File: src/rtl/time_set_ctrl_pkg.sv
// Shared types and BCD limits for the time-setting controller.
// Holds the FSM state encoding and the per-digit legality rule for 24-hour BCD entry.
package time_set_pkg;

    typedef enum logic [1:0] {
        IDLE  = 2'd0,
        ENTRY = 2'd1,
        LOAD  = 2'd2
    } state_t;

    localparam logic [1:0] DIG_MS_HR  = 2'd0;
    localparam logic [1:0] DIG_LS_HR  = 2'd1;
    localparam logic [1:0] DIG_MS_MIN = 2'd2;
    localparam logic [1:0] DIG_LS_MIN = 2'd3;

    localparam logic [3:0] MAX_MS_HR     = 4'd2;
    localparam logic [3:0] MAX_LS_HR_20S = 4'd3;
    localparam logic [3:0] MAX_MS_MIN    = 4'd5;
    localparam logic [3:0] MAX_BCD       = 4'd9;

    // The hours units digit tightens to 3 only once the tens digit is 2 (20..23).
    function automatic logic digitLegal(input logic [1:0] idx,
                                        input logic [3:0] msHr,
                                        input logic [3:0] key);
        logic [3:0] limit;
        case (idx)
            DIG_MS_HR:  limit = MAX_MS_HR;
            DIG_LS_HR:  limit = (msHr == MAX_MS_HR) ? MAX_LS_HR_20S : MAX_BCD;
            DIG_MS_MIN: limit = MAX_MS_MIN;
            default:    limit = MAX_BCD;
        endcase
        return (key <= limit);
    endfunction

endpackage

File: src/rtl/time_set_ctrl_if.sv
// Keypad/counter-side signal bundle of the time-setting controller.
// The controller is the slave; the keypad scanner and minute/hour counter form the master side.
interface time_set_ctrl_if;

    logic        set_time;
    logic        cancel;
    logic        key_valid;
    logic [3:0]  key;
    logic [15:0] new_current_time;
    logic        load_new_c;
    logic        one_minute;
    logic        entry_active;
    logic [1:0]  digit_idx;
    logic        entry_error;

    modport master (
        output set_time, cancel, key_valid, key,
        input  new_current_time, load_new_c, one_minute, entry_active, digit_idx, entry_error
    );

    modport slave (
        input  set_time, cancel, key_valid, key,
        output new_current_time, load_new_c, one_minute, entry_active, digit_idx, entry_error
    );

endinterface

File: src/rtl/time_set_ctrl_minute_timebase.sv
// Free-running minute prescaler with a synchronous clear; one_minute is high while the
// prescaler sits at its last count, unless the caller masks it for the coming cycle.
module minute_timebase #(
    parameter int TICKS_PER_MIN = 15360
) (
    input  logic clk,
    input  logic rst_n,
    input  logic i_clear,
    input  logic i_mask,
    output logic o_one_minute
);

    localparam int              W    = $clog2(TICKS_PER_MIN);
    localparam logic [W-1:0]    LAST = W'(TICKS_PER_MIN - 1);

    logic [W-1:0] r_count;
    logic         r_oneMinute;
    logic [W-1:0] w_countNext;

    always_comb begin
        w_countNext = r_count + W'(1);
        if (i_clear || (r_count == LAST)) begin
            w_countNext = '0;
        end
    end

    // The pulse is registered from the next count so it lines up with the wrap cycle.
    always_ff @(posedge clk or negedge rst_n) begin
        if (!rst_n) begin
            r_count     <= '0;
            r_oneMinute <= 1'b0;
        end else begin
            r_count     <= w_countNext;
            r_oneMinute <= (w_countNext == LAST) && !i_mask;
        end
    end

    assign o_one_minute = r_oneMinute;

endmodule

File: src/rtl/time_set_ctrl.sv
// Builds a 4-digit BCD 24-hour time from keypad digits and pulses load_new_c to the counter;
// also owns the minute timebase, which restarts a full minute after every load.
module time_set_ctrl
    import time_set_pkg::*;
#(
    parameter int TICKS_PER_MIN = 15360,
    parameter int TIMEOUT_TICKS = 2560
) (
    input  logic            clk,
    input  logic            rst_n,
    time_set_ctrl_if.slave  bus
);

    localparam int            TW           = $clog2(TIMEOUT_TICKS + 1);
    localparam logic [TW-1:0] TIMEOUT_LAST = TW'(TIMEOUT_TICKS - 1);

    state_t        r_state;
    logic [15:0]   r_staging;
    logic [1:0]    r_digitIdx;
    logic [TW-1:0] r_timeout;
    logic          r_loadNewC;
    logic          r_entryError;
    logic          r_entryActive;

    logic          w_digitLegal;
    logic          w_toLoad;
    logic          w_oneMinute;

    assign w_digitLegal = digitLegal(r_digitIdx, r_staging[15:12], bus.key);

    // Entering LOAD must also silence the minute pulse for that cycle.
    assign w_toLoad = (r_state == ENTRY) && !bus.cancel && !bus.set_time &&
                      bus.key_valid && w_digitLegal && (r_digitIdx == DIG_LS_MIN);

    always_ff @(posedge clk or negedge rst_n) begin
        if (!rst_n) begin
            r_state       <= IDLE;
            r_staging     <= '0;
            r_digitIdx    <= DIG_MS_HR;
            r_timeout     <= '0;
            r_loadNewC    <= 1'b0;
            r_entryError  <= 1'b0;
            r_entryActive <= 1'b0;
        end else begin
            r_loadNewC   <= 1'b0;
            r_entryError <= 1'b0;
            case (r_state)
                IDLE: begin
                    if (bus.set_time) begin
                        r_state       <= ENTRY;
                        r_staging     <= '0;
                        r_digitIdx    <= DIG_MS_HR;
                        r_timeout     <= '0;
                        r_entryActive <= 1'b1;
                    end
                end
                ENTRY: begin
                    if (bus.cancel) begin
                        r_state       <= IDLE;
                        r_entryActive <= 1'b0;
                    end else if (bus.set_time) begin
                        r_staging  <= '0;
                        r_digitIdx <= DIG_MS_HR;
                        r_timeout  <= '0;
                    end else if (bus.key_valid) begin
                        // A rejected digit leaves the timeout counter untouched.
                        if (w_digitLegal) begin
                            case (r_digitIdx)
                                DIG_MS_HR:  r_staging[15:12] <= bus.key;
                                DIG_LS_HR:  r_staging[11:8]  <= bus.key;
                                DIG_MS_MIN: r_staging[7:4]   <= bus.key;
                                default:    r_staging[3:0]   <= bus.key;
                            endcase
                            r_digitIdx <= r_digitIdx + 2'd1;
                            r_timeout  <= '0;
                            if (r_digitIdx == DIG_LS_MIN) begin
                                r_state       <= LOAD;
                                r_loadNewC    <= 1'b1;
                                r_entryActive <= 1'b0;
                            end
                        end else begin
                            r_entryError <= 1'b1;
                        end
                    end else if (r_timeout == TIMEOUT_LAST) begin
                        r_state       <= IDLE;
                        r_entryActive <= 1'b0;
                        r_entryError  <= 1'b1;
                    end else begin
                        r_timeout <= r_timeout + TW'(1);
                    end
                end
                LOAD: begin
                    r_state <= IDLE;
                end
                default: begin
                    r_state       <= IDLE;
                    r_entryActive <= 1'b0;
                end
            endcase
        end
    end

    minute_timebase #(
        .TICKS_PER_MIN (TICKS_PER_MIN)
    ) u_timebase (
        .clk          (clk),
        .rst_n        (rst_n),
        .i_clear      (r_state == LOAD),
        .i_mask       (w_toLoad),
        .o_one_minute (w_oneMinute)
    );

    assign bus.new_current_time = r_staging;
    assign bus.load_new_c       = r_loadNewC;
    assign bus.one_minute       = w_oneMinute;
    assign bus.entry_active     = r_entryActive;
    assign bus.digit_idx        = r_digitIdx;
    assign bus.entry_error      = r_entryError;

endmodule

File: src/flat_wrapper.sv
// flat-port wrapper written by rule: the top's interface ports become plain ports
module time_set_ctrl_flat import time_set_pkg::*;
#(
    parameter int TICKS_PER_MIN = 15360,
    parameter int TIMEOUT_TICKS = 2560
)
  (clk, rst_n, bus_set_time, bus_cancel, bus_key_valid, bus_key, bus_new_current_time, bus_load_new_c, bus_one_minute, bus_entry_active, bus_digit_idx, bus_entry_error);
  time_set_ctrl_if bus_i ();
  input  logic clk;
  input  logic rst_n;
  input wire logic [$bits(bus_i.set_time)-1:0] bus_set_time;
  input wire logic [$bits(bus_i.cancel)-1:0] bus_cancel;
  input wire logic [$bits(bus_i.key_valid)-1:0] bus_key_valid;
  input wire logic [$bits(bus_i.key)-1:0] bus_key;
  output wire logic [$bits(bus_i.new_current_time)-1:0] bus_new_current_time;
  output wire logic [$bits(bus_i.load_new_c)-1:0] bus_load_new_c;
  output wire logic [$bits(bus_i.one_minute)-1:0] bus_one_minute;
  output wire logic [$bits(bus_i.entry_active)-1:0] bus_entry_active;
  output wire logic [$bits(bus_i.digit_idx)-1:0] bus_digit_idx;
  output wire logic [$bits(bus_i.entry_error)-1:0] bus_entry_error;
  assign bus_i.set_time = bus_set_time;
  assign bus_i.cancel = bus_cancel;
  assign bus_i.key_valid = bus_key_valid;
  assign bus_i.key = bus_key;
  assign bus_new_current_time = bus_i.new_current_time;
  assign bus_load_new_c = bus_i.load_new_c;
  assign bus_one_minute = bus_i.one_minute;
  assign bus_entry_active = bus_i.entry_active;
  assign bus_digit_idx = bus_i.digit_idx;
  assign bus_entry_error = bus_i.entry_error;
  time_set_ctrl #(.TICKS_PER_MIN(TICKS_PER_MIN), .TIMEOUT_TICKS(TIMEOUT_TICKS)) u_core (.clk(clk), .rst_n(rst_n), .bus(bus_i));
endmodule
File: config.mk
export PLATFORM = sky130hd
export DESIGN_NAME = time_set_ctrl_flat
export DESIGN_NICKNAME = d
export VERILOG_FILES = /design/src/rtl/time_set_ctrl_pkg.sv /design/src/rtl/time_set_ctrl_if.sv /design/src/rtl/time_set_ctrl_minute_timebase.sv /design/src/rtl/time_set_ctrl.sv /design/src/flat_wrapper.sv
export SDC_FILE = /design/constraint.sdc
export NUM_CORES = 1
export LEC_CHECK = 0
export BUFFER_PORTS_ARGS = -buffer_cell sky130_fd_sc_hd__buf_4
export CAP_MARGIN = 20
export CORE_AREA = 2 2 78 80
export DETAILED_ROUTE_END_ITERATION = 8
export DIE_AREA = 0 0 80 82
export GPL_TIMING_DRIVEN = 1
export PLACE_DENSITY = 0.68
export SLEW_MARGIN = 15
export SYNTH_ARGS = -nofsm -noshare
export SYNTH_HDL_FRONTEND = slang
export SYNTH_HIERARCHICAL = 1
export SYNTH_SLANG_ARGS = --single-unit
File: constraint.sdc
create_clock -name clk -period 4.1 [get_ports clk]
set_input_delay 0.205 -clock clk [delete_from_list [all_inputs] [get_ports clk]]
set_output_delay 0.205 -clock clk [all_outputs]
set_load 0.01 [all_outputs]
# After elaboration in Yosys (flattened, before gate mapping)
# Index checks and enable logic that the tools add are counted.
# totals
ff_bits,50
latchBits,0
ramBits,0
rom_bits,0
input_bits,9
out_inout_bits,22
memories,0
# classes
add_sub_neg,3
mul,0
n_div,0
order_cmp,1
eq_ne,23
shift,0
muxes,54
bitwise,1
reduce_logical,22
# ops
cell,n
16-bit two-way mux,5
12-bit two-way mux,6
16-bit case mux with 2 select lines,1
6-bit AND reduction,5
"14-bit equality test, second input constant",2
2-bit two-way mux,12
12-bit case mux with 2 select lines,1
4-bit two-way mux,5
1-bit two-way mux,19
"3-bit inequality test, second input constant",6
5-bit AND reduction,3
"14-bit by 1-bit adder with 14-bit output, second input constant",1
14-bit two-way mux,1
"12-bit by 1-bit adder with 12-bit output, second input constant",1
"12-bit equality test, second input constant",1
"4-bit inequality test, second input constant",3
4-bit case mux with 3 select lines,1
"4-bit by 3-bit inequality test with 1-bit output, second input constant",2
2-bit case mux with 2 select lines,2
"2-bit equality test, second input constant",3
1-bit logical AND,6
"2-bit by 1-bit equality test with 1-bit output, second input constant",2
"4-bit by 2-bit equality test with 1-bit output, second input constant",1
4-bit less-or-equal comparator,1
other kinds (10),14

# Logic depth before layout (Yosys ltp)
# Gate-level depths: netlist of run 1.
# logic_depth
ltp_word,9
mapped_depth,13
mapped_depth_nobuf,13

# Cells and area by module
# The synthesis of run 1 kept the hierarchy.
# modules_own_cells
module,n_inst,cells_each,area_per_inst_um2
time_set_ctrl,1,186,1958.1
minute_timebase,1,80,794.5

# Worst setup path before layout of run 1
# OpenSTA, ideal clock, no wires.
# synth_path
path_kind,reg-to-reg
startpoint,"register u_core.r_staging[12], in the netlist u_core/bus.new_current_time[12]"
endpoint,"register u_core.u_timebase.r_oneMinute, in the netlist u_core/u_timebase/o_one_minute"
t_arrival_ns,2.851
slack_ns,1.128
path_stages_with_launch,11
synth_period_minus_slack_ns,2.972
path_cell_list,dfrtp_1 > or4b_2 > a21oi_1 > ha_1 > a21o_2 > or4_4 > o21ai_4 > and2_2 > nor4b_1 > nand3_1 > and4bb_1
# synth_via
elab_chain_len,8
# synth_lines
item,line,rtl
from (decl),time_set_ctrl.sv:18,logic [15:0] r_staging;
from (signal assigned),time_set_ctrl.sv:69,DIG_MS_HR: r_staging[15:12] <= bus.key;
4-bit by 2-bit equality test with 1-bit output,time_set_ctrl_pkg.sv:28,DIG_LS_HR: limit = (msHr == MAX_MS_HR) ? MAX_LS_HR_20S : MAX_BCD;
4-bit two-way mux,time_set_ctrl_pkg.sv:28,
4-bit case mux with 3 select lines,time_set_ctrl_pkg.sv:26,case (idx)
4-bit less-or-equal comparator,time_set_ctrl_pkg.sv:32,return (key <= limit);
1-bit logical AND (2 in a row),time_set_ctrl.sv:33,bus.key_valid && w_digitLegal && (r_digitIdx == DIG_LS_MIN);
via u_core.w_toLoad,time_set_ctrl.sv:26,logic w_toLoad;
1-bit zero test,time_set_ctrl_minute_timebase.sv:34,r_oneMinute <= (w_countNext == LAST) && !i_mask;
1-bit logical AND,time_set_ctrl_minute_timebase.sv:34,
to (signal assigned),time_set_ctrl_minute_timebase.sv:34,
to (decl),time_set_ctrl_minute_timebase.sv:17,logic r_oneMinute;
# The timed path passes the listed nets, and every way through them passes these cells.
# A chain may end at the register's enable or synchronous reset.

# Worst setup path after layout of run 1
# Same ends and word-level chain as after synthesis.

==> flow_summary_export.csv, run 1 <==
group,metric,value,unit
sta,clock-skew-final,0.006099,ns
place,port_buffers,30,
setup_path,critical_path.cell_chain,"or4b_2 > a21oi_1 > ha_1 > a21o_2 > or4_4 > o21ai_4 > and2_2 > nor4b_1 > nand3_1 > and4bb_1",
hold_path,hold_class,"input port to flip-flop",
floorplan,fp.dieW,80,um
clock_tree,cts_repair_resize_count,0,
pwr,power_leakage,1.439,nW
sta,grt_setup_unrepaired,"false",
finish,syn2layout_area_growth,15.05,%
drt,detailroute.via_count,2163,
pwr,netSwitchingFraction,0.3358,
sta,max_slew.worst_pin.slew,1.016,ns
sta,report.final.setup_viol,0,
synth,async_flop_share,1.000,
clock_tree,cts_setup_buffers,0,
global_routing,vias_in_the_first_global_route,2093,
floorplan,floorplan.initialDensity,0.4791,
clock_tree,cts-buffers-inserted,5,
synth,post_synth_inst_count,266,
finish,final_util,0.5512,
place,dp_hpwl,4273,um
clock_tree,clock_tree.buffer_depth,2,
sta,timing.final.hold_violations,0,
sta,tns,0,ns
drt,dr.first_iter.drc_count,100,
synth,synth_seq_cells,50,
finish,num-nets-final,322,
synth,post_synth.cell_area_avg,10.35,um2
drt,drc_errors,0,
drt,first_pass_iters,4,
global_routing,maximum_number_of_pins_on_one_net_before_global_route_repair,51,
pwr,combinationalPowerShare,0.281,
run_status,run_status,"completed",
clock_tree,clock_latency,0.30,ns
synth,postSynth.topFlopCell,"dfrtp_1",
setup_path,timing.critical_path.slowest_stage_cell,"or4b_2",
global_routing,global_route_wire_length_before_repair,9901,um
drt,postRouteWirelength,5894,um
setup_path,timing.critical_path.buf_inv,0,
sta,slew_viol_final,0,
setup_path,timing.critical_path.from_type,"flip-flop",
setup_path,crit_family,"simple AND/OR/NAND/NOR gates",
clock_tree,htree_levels,2,
synth,yosysUniqueCellTypes,58,
clock_tree,clock-sinks,50,
global_routing,globalRoute.totalOverflow,0,
sta,timing.max_slew.rel_slack,0.3133,
place,gp_routability_congestion,0.8457,
setup_path,worstPathArrival,3.42,ns
floorplan,boundaryPins,31,
run,drv.max_cap_violation_count,0,
synth,seq_area_frac_synth,0.4545,
setup_path,worstSetupPathType,"flip-flop to flip-flop",
floorplan,coreArea,0.005746,mm2
floorplan,die_area,0.006560,mm2
sta,achievable-frequency,310.6,MHz
sta,final.period_utilization,0.7852,
synth,syn-cell-area,0.002753,mm2
clock_tree,tritoncts,"built",
pwr,cell_internal_power,0.8821,mW
pwr,seqPwrFrac,0.456,
finish,layout.cells.most_common,"dfrtp_1",
synth,synth_nets,288,
drt,drt-wirelength-per-cell,15.68,um
floorplan,std_cell_rows,28,
setup_path,slowest_delay,0.70,ns
global_routing,globalRouteTotalUtil,0.1923,
clock_tree,cts-root-buf,"clkbuf_8",
clock_tree,cts.reportedPaths.clkPinSlew,0.10,ns
pwr,power_frac_clock,0.263,
sta,final.min_clock_period,3.219,ns
global_routing,antenna_found_initial,0,
setup_path,required,4.30,ns
floorplan,fp.dieH,82,um
finish,drive_gt1_frac,0.2126,
synth,synthesis.yosys.warnings,6,
synth,synth_enable_flop_cells,0,
setup_path,worst_setup_path_end_kind,"flip-flop",
pwr,peakVddDrop,0.1941,mV
finish,mostFrequentLayoutCells,"dfrtp_1, buf_4, nor2_1",
drt,drt-vias-per-instance,5.753,
drt,antenna_nets_post_route,0,
pwr,power_per_cell_area,419.4,mW/mm2
finish,num_antenna_cells,0,
pwr,p_sw,0.4460,mW
setup_path,critPathMaxFanout,9,
## metal layers
layer / vias up / wire length [um] / global-route usage
li1: 1053 / - / -
met2: 47 / 2783 / 0.3117
met3: 8 / 239 / 0.04066
met5: - / 0 / 0
met1: 1055 / 2771 / 0.2589
met4: 0 / 99 / 0.06102
## state kept, by name, summed over array words and instances (netlist names)
register                        cells
u_core/bus.new_current_time        16
u_core/u_timebase/r_count          14
u_core/r_timeout                   12
u_core/bus.digit_idx                2
u_core/r_state                      2
u_core/bus.entry_active             1
u_core/bus.entry_error              1
u_core/bus.load_new_c               1
u_core/u_timebase/o_one_minute      1
## synthesized netlist by cell type, types with 4 or more instances
| cell | instances | area [um2] |
|---|---|---|
| nand3_1 | 15 | 75.07 |
| nand2_1 | 16 | 60.06 |
| a31oi_1 | 6 | 37.54 |
| o21ai_0 | 6 | 30.03 |
| inv_1 | 15 | 56.30 |
| o211ai_1 | 8 | 60.06 |
| a21oi_1 | 12 | 60.06 |
| xor2_1 | 7 | 61.31 |
| ha_1 | 13 | 162.7 |
| nand2b_1 | 4 | 25.02 |
| dfrtp_1 | 50 | 1251 |
| a22o_1 | 12 | 105.1 |
| a22o_2 | 5 | 50.05 |
| xnor2_1 | 5 | 43.79 |
| and2_4 | 4 | 35.03 |
| nor2_1 | 23 | 86.33 |
## kinds of logic (layout without fill, tap and decap cells)
group | count (synthesis) | after routing | share of synthesized area
AND/OR/NAND/NOR | 98 | 98 | 0.2145
AO/OA/AOI/OAI | 72 | 72 | 0.1968
flip-flops | 50 | 50 | 0.4545
buffers and inverters | 19 | 54 | 0.02954
adder cells (fa/ha/maj) | 13 | 13 | 0.05909
XOR/XNOR | 12 | 12 | 0.03818
multiplexers | 2 | 2 | 0.007273
## tightest hold or removal path, cell delays in order
cell,delay [ns]
buf_4,0.12
o21ai_0,0.09
nand2_1,0.06
## metrics by stage
| step | cell area (um2) | cells | total power [mW] | hold WS, ns | worst slack [ns] |
|---|---|---|---|---|---|
| after floorplan | 2753 | 266 | 0.8666 | -0.09059 | 1.128 |
| after global placement | 3047 | 367 | 0.9743 | 0.2685 | 0.9394 |
| after detailed placement | 3047 | 367 | 0.9850 | 0.2739 | 0.8884 |
| after CTS | 3167 | 376 | 1.337 | 0.1982 | 0.8769 |
| after global routing | 3167 | 376 | 1.415 | 0.2422 | 0.6869 |
| final | 3167 | 376 | 1.328 | 0.2039 | 0.8805 |
## path summary, 6_finish.rpt
check	slack, ns	end	cells after the start	start
max	0.88	u_core/u_timebase/o_one_minute$_DFF_PN0_	10	u_core/bus.new_current_time[12]$_DFFE_PN0P_
min	0.20	u_core/r_state[0]$_DFFE_PN0P_	3	bus_set_time
max reg2reg	0.88	u_core/u_timebase/o_one_minute$_DFF_PN0_	10	u_core/bus.new_current_time[12]$_DFFE_PN0P_
min reg2reg	0.51	u_core/r_timeout[8]$_DFFE_PN0P_	1	u_core/r_timeout[8]$_DFFE_PN0P_
max in group asynchronous	3.22	u_core/r_timeout[4]$_DFFE_PN0P_	2	rst_n
min in group asynchronous	0.46	u_core/u_timebase/r_count[3]$_DFF_PN0_	2	rst_n
## power groups by stage
stage,Sequential (mW),Combinational (mW),Clock [mW]
final,0.606,0.373,0.349
after global routing,0.615,0.422,0.378
after CTS,0.606,0.372,0.360
after detailed placement,0.614,0.371,0
after global placement,0.613,0.361,0
after floorplan,0.602,0.264,0
## what timing repair did
action                     CTS  global route
hold endpoints to repair    50             0
hold buffers                 1             0
setup endpoints to repair    0             0
## layout make-up
class / instances / area [um2]
timing repair buffer: 31 / 235.2
inverter: 15 / 56.30
fill: 529 / 2579
tap: 75 / 93.84
clock buffer: 6 / 72.57
sequential: 50 / 1251
multi-input combinational: 197 / 1420
clock inverter: 2 / 37.54
(Power assumes the default switching activity.)
==> run 2, diff against run 1 <==
--- a/config.mk
+++ b/config.mk
@@ -5,13 +5,14 @@
 export SDC_FILE = /design/constraint.sdc
 export NUM_CORES = 1
 export LEC_CHECK = 0
+export ABC_AREA = 1
 export BUFFER_PORTS_ARGS = -buffer_cell sky130_fd_sc_hd__buf_4
 export CAP_MARGIN = 20
-export CORE_AREA = 2 2 78 80
+export CORE_AREA = 2 2 83 85
 export DETAILED_ROUTE_END_ITERATION = 8
-export DIE_AREA = 0 0 80 82
+export DIE_AREA = 0 0 85 87
 export GPL_TIMING_DRIVEN = 1
-export PLACE_DENSITY = 0.68
+export PLACE_DENSITY = 0.67
 export SLEW_MARGIN = 15
 export SYNTH_ARGS = -nofsm -noshare
 export SYNTH_HDL_FRONTEND = slang
==> constraint.sdc (replaced) <==
create_clock -name clk -period 3.18 [get_ports clk]
set_input_delay 0.159 -clock clk [delete_from_list [all_inputs] [get_ports clk]]
set_output_delay 0.159 -clock clk [all_outputs]
set_load 0.01 [all_outputs]
==> flow_summary_export.csv, run 2 <==
group,metric,value,unit
sta,achievable-frequency,401.1,MHz
setup_path,timing.critical_path.from_type,"flip-flop",
sta,timing.max_slew.rel_slack,0.5782,
global_routing,maximum_number_of_pins_on_one_net_before_global_route_repair,51,
finish,syn2layout_area_growth,12.84,%
sta,grt_setup_unrepaired,"false",
pwr,netSwitchingFraction,0.4238,
synth,post_synth.cell_area_avg,7.561,um2
setup_path,worst-r2r-cell-count,18,
setup_path,worst_setup_path_end_kind,"flip-flop",
synth,post_synth_inst_count,415,
sta,final.period_utilization,0.7840,
drt,drt-wirelength-per-cell,12.20,um
synth,synth_seq_cells,50,
clock_tree,clock-sinks,50,
floorplan,std_cell_rows,30,
drt,first_pass_iters,4,
drt,detailroute.via_count,2630,
run_status,run_status,"completed",
floorplan,boundaryPins,31,
synth,seq_area_frac_synth,0.3987,
synth,yosysMostFrequentCell,"nand2_1",
place,place_ws,0.6922,ns
global_routing,antenna_found_initial,0,
floorplan,coreArea,0.006569,mm2
clock_tree,clock_latency,0.30,ns
clock_tree,htree_levels,2,
setup_path,worst-r2r-setup-slack,0.69,ns
pwr,power_per_cell_area,721.2,mW/mm2
pwr,power_leakage,1.802,nW
pwr,combinationalPowerShare,0.455,
setup_path,cp-endpoint,"u_core/u_timebase/o_one_minute$_DFF_PN0_",
global_routing,global_route_wire_length_before_repair,10890,um
setup_path,worst_r2r_endpoint,"u_core/u_timebase/o_one_minute$_DFF_PN0_",
sta,fin_ws,0.6869,ns
synth,synth_nets,437,
setup_path,worstPathArrival,2.74,ns
hold_path,hold_class,"input port to flip-flop",
clock_tree,clock_tree.buffer_depth,2,
pwr,power_frac_clock,0.175,
synth,synth_enable_flop_cells,0,
synth,synth_largest_type_area_fraction,0.3987,
sta,timing.final.hold_violations,0,
floorplan,fp.dieW,85,um
place,gp_routability_congestion,0.8888,
clock_tree,cts-root-buf,"clkbuf_8",
floorplan,die_area,0.007395,mm2
synth,async_flop_share,1.000,
hold_path,hold-path-cell-count,4,
finish,layout.filler_cells,617,
sta,slew_viol_final,0,
drt,dr.first_iter.drc_count,91,
drt,postRouteWirelength,6454,um
clock_tree,cts_setup_buffers,0,
setup_path,required,3.42,ns
synth,ys_top_cells_by_area,"dfrtp_1, nand2_1, nor2_1",
drt,drt-vias-per-instance,4.972,
synth,postSynth.topFlopCell,"dfrtp_1",
clock_tree,cts.reportedPaths.clkPinSlew,0.10,ns
finish,num-nets-final,470,
finish,drive_gt1_frac,0.1604,
synth,yosysUniqueCellTypes,33,
global_routing,globalRouteTotalUtil,0.1811,
clock_tree,cts-buffers-inserted,5,
clock_tree,cts_repair_resize_count,0,
finish,num_antenna_cells,0,
sta,max_slew.worst_pin.slew,0.6328,ns
setup_path,startpoint,"u_core/bus.digit_idx[1]$_DFFE_PN0P_",
drt,drc_errors,0,
finish,area.sequential,0.001251,mm2
place,dp_hpwl,4862,um
sta,clock-skew-final,0.009237,ns
synth,netlist_top_cells_count,"nand2_1, nor2_1, dfrtp_1, nand3_1, inv_1",
global_routing,globalRoute.totalOverflow,0,
floorplan,floorplan.initialDensity,0.4777,
pwr,cell_internal_power,1.472,mW
setup_path,worstSetupPathType,"flip-flop to flip-flop",
pwr,seqPwrFrac,0.370,
place,port_buffers,30,
synth,synth.largest_area_cell,"dfrtp_1",
finish,layout.cells.most_common,"nand2_1",
sta,tns,0,ns
global_routing,vias_in_the_first_global_route,2384,
pwr,peakVddDrop,0.4244,mV
run,drv.max_cap_violation_count,0,
sta,final.min_clock_period,2.493,ns
setup_path,critPathMaxFanout,8,
pwr,p_sw,1.082,mW
floorplan,fp.dieH,87,um
sta,report.final.setup_viol,0,
finish,multiInputGateArea,0.001672,mm2
clock_tree,tritoncts,"built",
synth,synthesis.yosys.warnings,6,
finish,mostFrequentLayoutCells,"nand2_1, nor2_1, dfrtp_1",
finish,largest_register_ff_count,16,
setup_path,reg2reg_from,"u_core/bus.digit_idx[1]$_DFFE_PN0P_",
drt,antenna_nets_post_route,0,
synth,syn-cell-area,0.003138,mm2
==> run 2: per-layer routing <==
metal  global-route usage  part of all wire  up-vias  wire (um)
li1                     -                 -     1387          -
met1               0.2557              0.49     1198       3178
met2               0.2919              0.46       39       2996
met3              0.03318             0.034        6        222
met4              0.03896            0.0087        0         56
met5                    0                 0        -          0
==> run 2: worst max-delay path, stage by stage (launching register included) <==
cell	delay (ns)
dfrtp_1	0.47
inv_1	0.13
ha_1	0.17
inv_1	0.05
o21ai_0	0.15
nand2_1	0.07
ha_1	0.29
nand2_1	0.05
nand2_1	0.05
nand2_1	0.04
nand2_1	0.14
nand3_4	0.09
nand2_4	0.11
nor3_1	0.07
nor3_1	0.20
nand3b_1	0.09
nor2_1	0.09
nand3_1	0.07
nor2_1	0.10
==> run 2: kinds of logic (layout without fill, tap and decap cells) <==
logic type	Yosys count	in the layout	share of synthesized area
and+or+nand+nor	275	275	0.4143
DFF	50	50	0.3987
buffers and inverters	48	82	0.06858
AOI/OAI and AO/OA	20	20	0.03908
adders and majority gates	13	13	0.05184
xor gates and xnor gates	9	9	0.02751
==> run 2: timing repair <==
action / in CTS / in global routing
setup endpoints to repair: 0 / 0
hold buffers: 1 / 0
hold endpoints to repair: 50 / 0
==> run 2: how the worst min path moves through the flow <==
stage / start / endpoint
6_report: bus_cancel / u_core/bus.entry_error$_DFF_PN0_
5_1_grt: bus_set_time / u_core/bus.entry_error$_DFF_PN0_
4_1_cts: bus_cancel / u_core/bus.entry_error$_DFF_PN0_
3_5_place_dp: rst_n / u_core/bus.new_current_time[4]$_DFFE_PN0P_
3_3_place_gp: rst_n / u_core/bus.new_current_time[4]$_DFFE_PN0P_
2_1_floorplan: rst_n / u_core/bus.digit_idx[0]$_DFFE_PN0P_
==> run 2: power by group through the flow <==
stage	clock, mW	sequential [mW]	combinational [mW]
after floorplan	0	0.993	0.785
final	0.448	0.945	1.16
after global placement	0	0.954	1.14
after global routing	0.491	0.967	1.31
after CTS	0.471	0.946	1.17
after detailed placement	0	0.959	1.16
==> run 2: final cells by class <==
type,count,area share
flip-flops and latches,50,0.3534
multi-input cells,317,0.4721
clock inverters,3,0.01272
repair buffers,31,0.06643
clock buffers,5,0.01943
inverters,43,0.04770
well taps,80,0.02827
==> run 2: per-stage QoR <==
step	instance area [um2]	std cells	total power, mW	hold slack, ns	util
floorplan	3138	415	1.778	-0.1366	-
CTS	3541	529	2.584	0.2096	0.5390
finish	3541	529	2.554	0.2279	0.5390
detailed placement	3417	520	2.120	0.2310	0.5202
global placement	3417	520	2.096	0.2253	0.5202
global route	3541	529	2.763	0.2502	0.5390
==> run 3, diff against run 2 <==
--- a/config.mk
+++ b/config.mk
@@ -12,7 +12,7 @@
 export DETAILED_ROUTE_END_ITERATION = 8
 export DIE_AREA = 0 0 85 87
 export GPL_TIMING_DRIVEN = 1
-export PLACE_DENSITY = 0.67
+export PLACE_DENSITY = 0.7
 export SLEW_MARGIN = 15
 export SYNTH_ARGS = -nofsm -noshare
 export SYNTH_HDL_FRONTEND = slang
==> constraint.sdc (replaced) <==
create_clock -name clk -period 2.2 [get_ports clk]
set_input_delay 0.11 -clock clk [delete_from_list [all_inputs] [get_ports clk]]
set_output_delay 0.11 -clock clk [all_outputs]
set_load 0.01 [all_outputs]
==> flow_summary_export.csv, run 3 (synthesized netlist as in run 2, its figures left out) <==
group,metric,value,unit
finish,mostFrequentLayoutCells,"nand2_1, nor2_1, dfrtp_1",
place,port_buffers,30,
setup_path,timing.critical_path.from_type,"flip-flop",
sta,slew_viol_final,0,
pwr,totalPowerFinal,4.331,mW
place,gp_routability_congestion,0.9015,
finish,largest_register_ff_count,16,
floorplan,floorplan.initialDensity,0.4777,
run_status,failed_checks,"negative setup slack",
clock_tree,clock-sinks,50,
clock_tree,clock_tree.buffer_depth,2,
sta,grt_setup_unrepaired,"true",
finish,syn2layout_area_growth,22.97,%
drt,antenna_nets_post_route,0,
floorplan,boundaryPins,31,
global_routing,globalRoute.totalOverflow,0,
sta,timing.final.hold_violations,0,
sta,report.final.setup_viol,26,
pwr,peakVddDrop,0.7513,mV
sta,final.min_clock_period,2.282,ns
sta,achievable-frequency,438.3,MHz
setup_path,critical-path-top-cell-by-count,"nand2_2",
drt,dr.first_iter.drc_count,173,
global_routing,globalRouteTotalUtil,0.1963,
sta,final.period_utilization,1.037,
setup_path,timing.critical_path.buf_inv,2,
clock_tree,cts-root-buf,"clkbuf_8",
setup_path,worstPathArrival,2.52,ns
finish,layout.filler_cells,609,
pwr,power_leakage,1.934,nW
clock_tree,htree_levels,2,
global_routing,antenna_found_initial,0,
setup_path,critical_path.cell_chain,"buf_4 > ha_2 > inv_2 > nand2_2 > ha_4 > nand2_2 > nand2_1 > nand2_1 > nand2_2 > nand3_4 > nand2_4 > nor3_2 > nor3_2 > nand3b_1 > nor2_1 > nand3_1 > nor2_1",
setup_path,worst_setup_path_end_kind,"flip-flop",
run_status,run_status,"complete, but fails checks",
sta,timing.max_slew.rel_slack,0.5753,
drt,drt-wirelength-per-cell,12.91,um
drt,first_pass_iters,6,
clock_tree,cts.reportedPaths.clkPinSlew,0.09,ns
setup_path,required,2.44,ns
setup_path,crit_family,"simple AND/OR/NAND/NOR gates",
hold_path,hold_class,"input port to flip-flop",
sta,max_slew.worst_pin.slew,0.6371,ns
finish,drive_gt1_frac,0.2452,
place,dp_hpwl,5005,um
finish,multiInputGateArea,0.001788,mm2
global_routing,maximum_number_of_pins_on_one_net_before_global_route_repair,51,
floorplan,fp.dieH,87,um
global_routing,global_route_wire_length_before_repair,11900,um
finish,area.sequential,0.001254,mm2
drt,drt-vias-per-instance,5.109,
sta,clock-skew-final,0.006703,ns
setup_path,timing.critical_path.slowest_stage_cell,"dfrtp_2",
finish,layout.cells.most_common,"nand2_1",
clock_tree,cts-buffers-inserted,5,
floorplan,std_cell_rows,30,
setup_path,critPathMaxFanout,3,
clock_tree,clock_latency,0.30,ns
drt,detailroute.via_count,2805,
sta,fin_ws,-0.08161,ns
sta,worst_case_hold_slack,0.1679,ns
pwr,power_per_cell_area,1122,mW/mm2
global_routing,vias_in_the_first_global_route,2653,
setup_path,slowest_delay,0.45,ns
floorplan,die_area,0.007395,mm2
finish,num-nets-final,490,
floorplan,fp.dieW,85,um
drt,postRouteWirelength,7085,um
floorplan,coreArea,0.006569,mm2
clock_tree,tritoncts,"built",
setup_path,worstSetupPathType,"flip-flop to flip-flop",
finish,num_antenna_cells,0,
drt,drc_errors,0,
run,drv.max_cap_violation_count,0,
## run 3: final timing paths
check	cells past startpoint	slack, ns	startpoint	to
max	17	-0.08	u_core/bus.digit_idx[1]$_DFFE_PN0P_	u_core/u_timebase/o_one_minute$_DFF_PN0_
min	4	0.17	bus_cancel	u_core/bus.entry_error$_DFF_PN0_
max reg2reg	17	-0.08	u_core/bus.digit_idx[1]$_DFFE_PN0P_	u_core/u_timebase/o_one_minute$_DFF_PN0_
min reg2reg	2	0.48	u_core/bus.new_current_time[4]$_DFFE_PN0P_	u_core/bus.new_current_time[4]$_DFFE_PN0P_
max in group asynchronous	2	1.39	rst_n	u_core/bus.digit_idx[1]$_DFFE_PN0P_
min in group asynchronous	2	0.35	rst_n	u_core/u_timebase/r_count[0]$_DFF_PN0_
## run 3: routing by layer
layer	global-route usage	vias to the layer above	part of all wire
met5	0	-	0
met4	0.05339	0	0.0068
met3	0.03128	6	0.036
met2	0.3281	53	0.48
met1	0.2659	1314	0.47
li1	-	1432	-
## run 3: power by group
group | total (mW) | internal (mW) | switching [mW]
clock | 0.648 | 0.340 | 0.308
sequential | 1.37 | 1.17 | 0.205
combinational | 2.31 | 1.03 | 1.28
total | 4.33 | 2.53 | 1.80
## run 3: through the flow
| stage | util | cell area (um2) | cells | setup TNS, ns | setup slack, ns |
|---|---|---|---|---|---|
| 4_1_cts | 0.5642 | 3706 | 543 | -0.03248 | -0.03248 |
| 6_report | 0.5874 | 3859 | 549 | -1.120 | -0.08161 |
| 3_3_place_gp | 0.5375 | 3531 | 533 | 0 | 0.009410 |
| 3_5_place_dp | 0.5375 | 3531 | 533 | -1.132 | -0.09810 |
| 2_1_floorplan | - | 3142 | 415 | 0 | 0.002106 |
| 5_1_grt | 0.5874 | 3859 | 549 | -4.445 | -0.2416 |
## run 3: area by class of cell
cell class                      count  area share
Sequential cell                    50      0.3249
Clock buffer                        6     0.01881
Clock inverter                      2    0.009728
Timing Repair Buffer               50      0.1102
Tap cell                           80     0.02594
Inverter                           43     0.04702
Multi-Input combinational cell    318      0.4634
## run 3: worst register-to-register path, delay by kind of cell, from the launching register on
| kind | cells | cell delay [ns] |
|---|---|---|
| and+or+nand+nor | 13 | 1.09 |
| adders and majority gates | 2 | 0.46 |
| DFF | 1 | 0.45 |
| buffers and inverters | 2 | 0.23 |
## run 3: timing repair
item                                   in CTS  in global routing
gates cloned                                0                  3
setup buffers                               1                  3
gates resized for setup                    14                 17
hold buffers                                1                  0
endpoints found under the hold margin      50                  0
pin swaps                                   6                 11
setup endpoints to repair                  29                 29
